==> src/rtl/panel_pkg.sv <==
// panel_pkg: shared types, geometry and defaults for the HUB75-style
// panel scan controller.
// Build option: GHOST_BLANK_EN adds a 2-cycle BLANK state between DISPLAY
// and NEXT (anti-ghosting). Undefined by default.
package panel_pkg;

  // Panel geometry driven by the external column/row counters
  localparam int PANEL_COLS = 64;
  localparam int PANEL_ROWS = 32;

  // Default BCM configuration
  localparam int DEF_PLANES  = 4;
  localparam int DEF_BASE_OE = 8;

  // Scan sequencer states
  typedef enum logic [2:0] {
    ST_IDLE     = 3'd0,
    ST_SHIFT_LO = 3'd1,
    ST_SHIFT_HI = 3'd2,
    ST_LATCH    = 3'd3,
    ST_DISPLAY  = 3'd4,
    ST_NEXT     = 3'd5
`ifdef GHOST_BLANK_EN
    ,
    ST_BLANK    = 3'd6
`endif
  } scan_state_e;

  // Number of bits needed to hold any count 0..max_val inclusive
  function automatic int timer_width(input int max_val);
    int w;
    w = $clog2(max_val + 1);
    if (w < 1) begin
      w = 1;
    end else begin
      w = w;
    end
    return w;
  endfunction

endpackage

==> src/rtl/oe_timer.sv <==
// oe_timer: loadable down-counter timing the DISPLAY (and, with
// GHOST_BLANK_EN, BLANK) intervals. Loading value N-1 makes done rise
// after N cycles of the loaded interval; done stays high while idle at 0.
module oe_timer
  import panel_pkg::*;
#(
  parameter int WIDTH = 7
) (
  input  logic             clk,
  input  logic             rst,
  input  logic             load,
  input  logic [WIDTH-1:0] value,
  output logic             done
);

  localparam logic [WIDTH-1:0] T_ZERO = {WIDTH{1'b0}};
  localparam logic [WIDTH-1:0] T_ONE  = WIDTH'(1'b1);

  logic [WIDTH-1:0] count_r;
  logic [WIDTH-1:0] count_s;
  logic             done_r;

  // Next count: load wins, otherwise count down and stop at zero
  always_comb begin
    count_s = count_r;
    if (load) begin
      count_s = value;
    end else if (count_r != T_ZERO) begin
      count_s = count_r - T_ONE;
    end else begin
      count_s = count_r;
    end
  end

  // Count register with registered terminal flag
  always_ff @(posedge clk or posedge rst) begin
    if (rst) begin
      count_r <= T_ZERO;
      done_r  <= 1'b1;
    end else begin
      count_r <= count_s;
      done_r  <= (count_s == T_ZERO);
    end
  end

  assign done = done_r;

endmodule

==> src/rtl/panel_scan_ctrl.sv <==
// panel_scan_ctrl: row/bit-plane scan sequencer for a 64x32 LED panel
// using binary code modulation. Per plane: 64 two-cycle column shifts,
// one latch cycle, BASE_OE<<plane display cycles, one NEXT cycle.
// Build option: GHOST_BLANK_EN inserts a 2-cycle blanked BLANK state
// between DISPLAY and NEXT.
// All panel outputs are registered, decoded from the next state so they
// line up with the state register; reset clears them asynchronously.
module panel_scan_ctrl
  import panel_pkg::*;
#(
  parameter int PLANES  = DEF_PLANES,
  parameter int BASE_OE = DEF_BASE_OE
) (
  input  logic       clk,
  input  logic       rst,
  input  logic       enable,
  input  logic       col_max,
  input  logic       row_max,
  output logic       col_inc,
  output logic       row_inc,
  output logic       panel_clk,
  output logic       panel_lat,
  output logic       panel_oe_n,
  output logic [2:0] bit_plane,
  output logic       frame_done
);

  // Longest display interval is the top plane; the timer holds it minus 1
  localparam int              OE_MAX     = BASE_OE << (PLANES - 1);
  localparam int              TW         = timer_width(OE_MAX);
  localparam logic [2:0]      LAST_PLANE = 3'(PLANES - 1);
  localparam logic [TW-1:0]   T_ONE      = TW'(1'b1);
  localparam logic [TW-1:0]   T_BASE     = TW'(BASE_OE);

  scan_state_e state_r;
  scan_state_e state_s;
  logic [2:0]  plane_r;
  logic [2:0]  plane_s;
  logic        last_plane_s;
  logic        row_inc_s;
  logic        frame_done_s;

  logic          timer_load_s;
  logic [TW-1:0] timer_value_s;
  logic [TW-1:0] oe_len_s;
  logic          timer_done_s;

  logic col_inc_r;
  logic row_inc_r;
  logic panel_clk_r;
  logic panel_lat_r;
  logic panel_oe_n_r;
  logic frame_done_r;

  oe_timer #(
    .WIDTH (TW)
  ) u_oe_timer (
    .clk   (clk),
    .rst   (rst),
    .load  (timer_load_s),
    .value (timer_value_s),
    .done  (timer_done_s)
  );

  // Next-state, timer load and plane bookkeeping
  always_comb begin
    state_s       = state_r;
    timer_load_s  = 1'b0;
    timer_value_s = {TW{1'b0}};
    oe_len_s      = T_BASE << plane_r;
    last_plane_s  = (plane_r == LAST_PLANE);

    case (state_r)
      ST_IDLE: begin
        if (enable) begin
          state_s = ST_SHIFT_LO;
        end else begin
          state_s = ST_IDLE;
        end
      end
      ST_SHIFT_LO: begin
        state_s = ST_SHIFT_HI;
      end
      ST_SHIFT_HI: begin
        if (col_max) begin
          state_s = ST_LATCH;
        end else begin
          state_s = ST_SHIFT_LO;
        end
      end
      ST_LATCH: begin
        // Arm the timer so done rises on the last display cycle
        state_s       = ST_DISPLAY;
        timer_load_s  = 1'b1;
        timer_value_s = oe_len_s - T_ONE;
      end
      ST_DISPLAY: begin
        if (timer_done_s) begin
`ifdef GHOST_BLANK_EN
          state_s       = ST_BLANK;
          timer_load_s  = 1'b1;
          timer_value_s = T_ONE;
`else
          state_s       = ST_NEXT;
`endif
        end else begin
          state_s = ST_DISPLAY;
        end
      end
`ifdef GHOST_BLANK_EN
      ST_BLANK: begin
        if (timer_done_s) begin
          state_s = ST_NEXT;
        end else begin
          state_s = ST_BLANK;
        end
      end
`endif
      ST_NEXT: begin
        if (enable) begin
          state_s = ST_SHIFT_LO;
        end else begin
          state_s = ST_IDLE;
        end
      end
      default: begin
        state_s = ST_IDLE;
      end
    endcase

    // Plane advances as NEXT is left, wrapping after the last plane
    if (state_r == ST_NEXT) begin
      if (last_plane_s) begin
        plane_s = 3'd0;
      end else begin
        plane_s = plane_r + 3'd1;
      end
    end else begin
      plane_s = plane_r;
    end

    // Row advance only in the NEXT of the last plane, where OE is off
    row_inc_s    = (state_s == ST_NEXT) && last_plane_s;
    frame_done_s = row_inc_s && row_max;
  end

  // State and plane registers
  always_ff @(posedge clk or posedge rst) begin
    if (rst) begin
      state_r <= ST_IDLE;
      plane_r <= 3'd0;
    end else begin
      state_r <= state_s;
      plane_r <= plane_s;
    end
  end

  // Registered panel strobes, decoded from the state being entered
  always_ff @(posedge clk or posedge rst) begin
    if (rst) begin
      col_inc_r    <= 1'b0;
      row_inc_r    <= 1'b0;
      panel_clk_r  <= 1'b0;
      panel_lat_r  <= 1'b0;
      panel_oe_n_r <= 1'b1;
      frame_done_r <= 1'b0;
    end else begin
      col_inc_r    <= (state_s == ST_SHIFT_HI);
      row_inc_r    <= row_inc_s;
      panel_clk_r  <= (state_s == ST_SHIFT_HI);
      panel_lat_r  <= (state_s == ST_LATCH);
      panel_oe_n_r <= (state_s != ST_DISPLAY);
      frame_done_r <= frame_done_s;
    end
  end

  assign col_inc    = col_inc_r;
  assign row_inc    = row_inc_r;
  assign panel_clk  = panel_clk_r;
  assign panel_lat  = panel_lat_r;
  assign panel_oe_n = panel_oe_n_r;
  assign bit_plane  = plane_r;
  assign frame_done = frame_done_r;

endmodule

==> config.mk <==
export PLATFORM = sky130hd
export DESIGN_NAME = panel_scan_ctrl
export DESIGN_NICKNAME = d
export VERILOG_FILES = /design/src/rtl/panel_pkg.sv /design/src/rtl/oe_timer.sv /design/src/rtl/panel_scan_ctrl.sv
export SDC_FILE = /design/constraint.sdc
export NUM_CORES = 1
export LEC_CHECK = 0
export ABC_AREA = 1
export BUFFER_PORTS_ARGS = -buffer_cell sky130_fd_sc_hd__buf_4
export CAP_MARGIN = 5
export CORE_MARGIN = 3
export CORE_UTILIZATION = 48
export CTS_CLUSTER_SIZE = 8
export DETAILED_ROUTE_END_ITERATION = 8
export GPL_TIMING_DRIVEN = 0
export PLACE_DENSITY = 0.68
export SLEW_MARGIN = 5
export SYNTH_ARGS = -nofsm -noshare
export SYNTH_HDL_FRONTEND = slang
export SYNTH_SLANG_ARGS = --single-unit
==> constraint.sdc <==
create_clock -name clk -period 2.2 [get_ports clk]
set_input_delay 0.66 -clock clk [delete_from_list [all_inputs] [get_ports clk]]
set_output_delay 0.66 -clock clk [all_outputs]
set_load 0.02 [all_outputs]
==> results.toml <==
[clocking]
htree_levels = 1
worstSkewPairLatency_ns = 0.29
cts_tree = "done"
cts-resized-gates = 0
cts.clk_slew.worst_paths_ns = 0.11
cts_hold_buf = 0
root_buffer = "clkbuf_4"
cts_buffer_depth = 2
numCtsBuffers = 3
postCtsSetupRepairBufs = 0
cts_sinks = 19

[routing]
route.detailed.drc = 0
ant_nets = 0
vias = 874
drt_iter0_markers = 17
routed_via_density = 4.883
firstDrtPassIters = 4
routed_wl_mm = 1.958
drt-wirelength-per-cell_um = 10.94

[logic_synthesis]
synth_seq_cells = 19
ys_types = 25
synth.avg_cell_area_um2 = 8.230
syn_inst = 135
synth-seq-area-share_pct = 43.02
ys_warn_count = 0
synth_area_um2 = 1111
syn-num-nets = 147

[critical_path]
cp.required_ns = 1.54
worstPathArrival_ns = 0.97
crit_top_cell = "buf_4"
cp_num_buf_inv = 2
crit_family = "flip-flops"
crit_fanout = 2
crit_chain = "buf_4 > buf_4"
r2r_start = "bit_plane[0]$_DFFE_PP0N_"
endpoint_kind = "output pin"
critPathMaxStageDelay_ns = 0.40
worst_setup_path_start_kind = "flop"
reg2reg_slack_ns = 0.61
rr_endpoint = "u_oe_timer.done$_DFF_PP1_"
ff2ff_path_depth = 10
cp_slowest_cell = "dfrtp_1"
worstSetupPathType = "reg2out"

[placed_design]
port_buffers = 13
postPlaceCellArea_um2 = 1242
dp_hpwl_mm = 1.553
globalplace.congestion = 0.7671

[global_route]
grt_pass1_vias = 861
antenna_found_initial = 0
grt.overflow.total = 0
gr-usage-all-layers_pct = 17.18
grt_max_degree = 20
grt_first_pass_wirelength_mm = 3.581

[sta]
skew_ns = 0.009116
worstMarginPinSlew_ns = 0.7317
drv_slew = 0
rsz0062_at_grt = "no"
fin_tns_setup_ns = 0
slew_headroom_pct = 51.17
max_freq_ghz = 0.6153
setup_viol_count_final = 0
fin_crit_sh_pct = 73.87
hold_viol_final = 0
layout_min_cycle_time_ns = 1.625

[hold_path]
min_path_type = "in2async"

[floorplan]
die_area_um2 = 2928
core_um2 = 2082
fp.dieH_um = 54.11
rows = 16
fp.dieW_um = 54.11
pin_count = 14
initial_core_util_pct = 53.37

[power]
clkPwrFrac_pct = 9.8
combPwrFrac_pct = 53.8
p_int_mw = 0.9117
swShare_pct = 46.78
seqPwrFrac_pct = 36.4
p_leak_nw = 0.6647
power_switching_mw = 0.8012
peakVddDrop_mv = 0.7693
power_density_nw_per_um2 = 1350
total_power_mw = 1.713

[final_layout]
multi_input_area_um2 = 536.8
layout_commonest_cell = "nand2_1"
antenna_cells = 0
stdcell_area_um2 = 1269
mostFrequentLayoutCells = "33 x nand2_1, 19 x inv_1, 17 x dfrtp_1, 14 x nand3_1, 14 x buf_4"
layout-drive-gt1-share_pct = 25.66
regArea_um2 = 478.0
area_growth_pct = 14.19
utilization_pct = 60.94
design.final.nets = 165
fillers = 183

[run_status]
status = "completed"

[run]
max_cap_violations = 0
layout make-up:
| class | count | share of cell area, % |
|---|---|---|
| multi-input combinational | 92 | 42.31 |
| inverter | 23 | 7.002 |
| sequential | 19 | 37.67 |
| buffer | 1 | 0.5917 |
| timing repair buffer | 13 | 7.692 |
| clock buffer | 4 | 2.071 |
| tap | 27 | 2.663 |
layer usage:
layer	track usage (%)	up-vias	wire, µm
met2	30.24	17	1002
li1	-	465	-
met3	3.047	4	64
met4	6.224	0	29
met1	20.84	388	862
met5	0	-	0
kinds of logic after synthesis:
| family | share of synthesized area [%] |
|---|---|
| fa+ha+maj | 7.883 |
| xor+xnor | 0.7884 |
| compound gates | 4.504 |
| buf+inv | 8.672 |
| simple gates | 35.13 |
| flops | 43.02 |
worst max path at each step:
| stage | start | end | cells past startpoint |
|---|---|---|---|
| global route | bit_plane[0]$_DFFE_PP0N_ | u_oe_timer.done$_DFF_PP1_ | 10 |
| CTS | panel_clk$_DFF_PP0_ | panel_clk | 2 |
| finish | panel_clk$_DFF_PP0_ | panel_clk | 2 |
| floorplan | bit_plane[0]$_DFFE_PP0N_ | u_oe_timer.done$_DFF_PP1_ | 10 |
| global placement | bit_plane[0]$_DFFE_PP0N_ | u_oe_timer.done$_DFF_PP1_ | 10 |
| detailed placement | bit_plane[0]$_DFFE_PP0N_ | u_oe_timer.done$_DFF_PP1_ | 10 |
registers in the layout, summed over array words and instances (netlist names):
signal	flops
row_inc	1
bit_plane	3
u_oe_timer.done	1
frame_done	1
u_oe_timer.count_r	7
panel_oe_n	1
state_r	3
panel_clk	1
panel_lat	1
power by group through the flow:
| stage | clock network (mW) | registers, mW | logic (mW) |
|---|---|---|---|
| floorplan | 0 | 0.654 | 0.684 |
| global placement | 0 | 0.624 | 0.905 |
| detailed placement | 0 | 0.629 | 0.926 |
| CTS | 0.178 | 0.622 | 0.932 |
| global route | 0.194 | 0.651 | 1.06 |
| finish | 0.168 | 0.623 | 0.922 |
cells in the mapped netlist:
master | number | share of area (%)
ha_1 | 7 | 7.9
nand4_1 | 4 | 2.3
inv_4 | 1 | 0.56
nor2_2 | 4 | 2.3
inv_2 | 3 | 1.0
nand3_1 | 14 | 6.3
o22ai_1 | 1 | 0.56
nand3_2 | 1 | 0.90
nor2_1 | 6 | 2.0
xor2_1 | 1 | 0.79
dfstp_2 | 2 | 4.7
a21oi_1 | 1 | 0.45
nand2_2 | 5 | 2.8
inv_1 | 19 | 6.4
buf_4 | 1 | 0.68
o21ai_1 | 1 | 0.45
o21ai_0 | 5 | 2.3
nand3_4 | 1 | 1.6
nor3b_1 | 1 | 0.68
nor3_1 | 1 | 0.45
a21oi_2 | 1 | 0.79
dfrtp_1 | 17 | 38
nand3b_1 | 1 | 0.68
nor2_4 | 4 | 4.1
nand2_1 | 33 | 11
metrics by stage:
step	hold WS [ns]	instances	setup WS, ns
finish	0.4875	179	0.5749
global route	0.5044	179	0.4505
CTS	0.5006	179	0.5616
detailed placement	0.4998	175	0.6533
global placement	0.4908	175	0.6523
floorplan	0.4707	135	0.6347
worst register-to-register path: cells and delay by family, from the launching register on:
family	cells	cell delay, ns
AO/OA/AOI/OAI	2	0.21
buffers and inverters	2	0.14
adder cells (fa/ha/maj)	2	0.38
AND/OR/NAND/NOR	4	0.37
flip-flops	1	0.42
(Power assumes the default switching activity.)
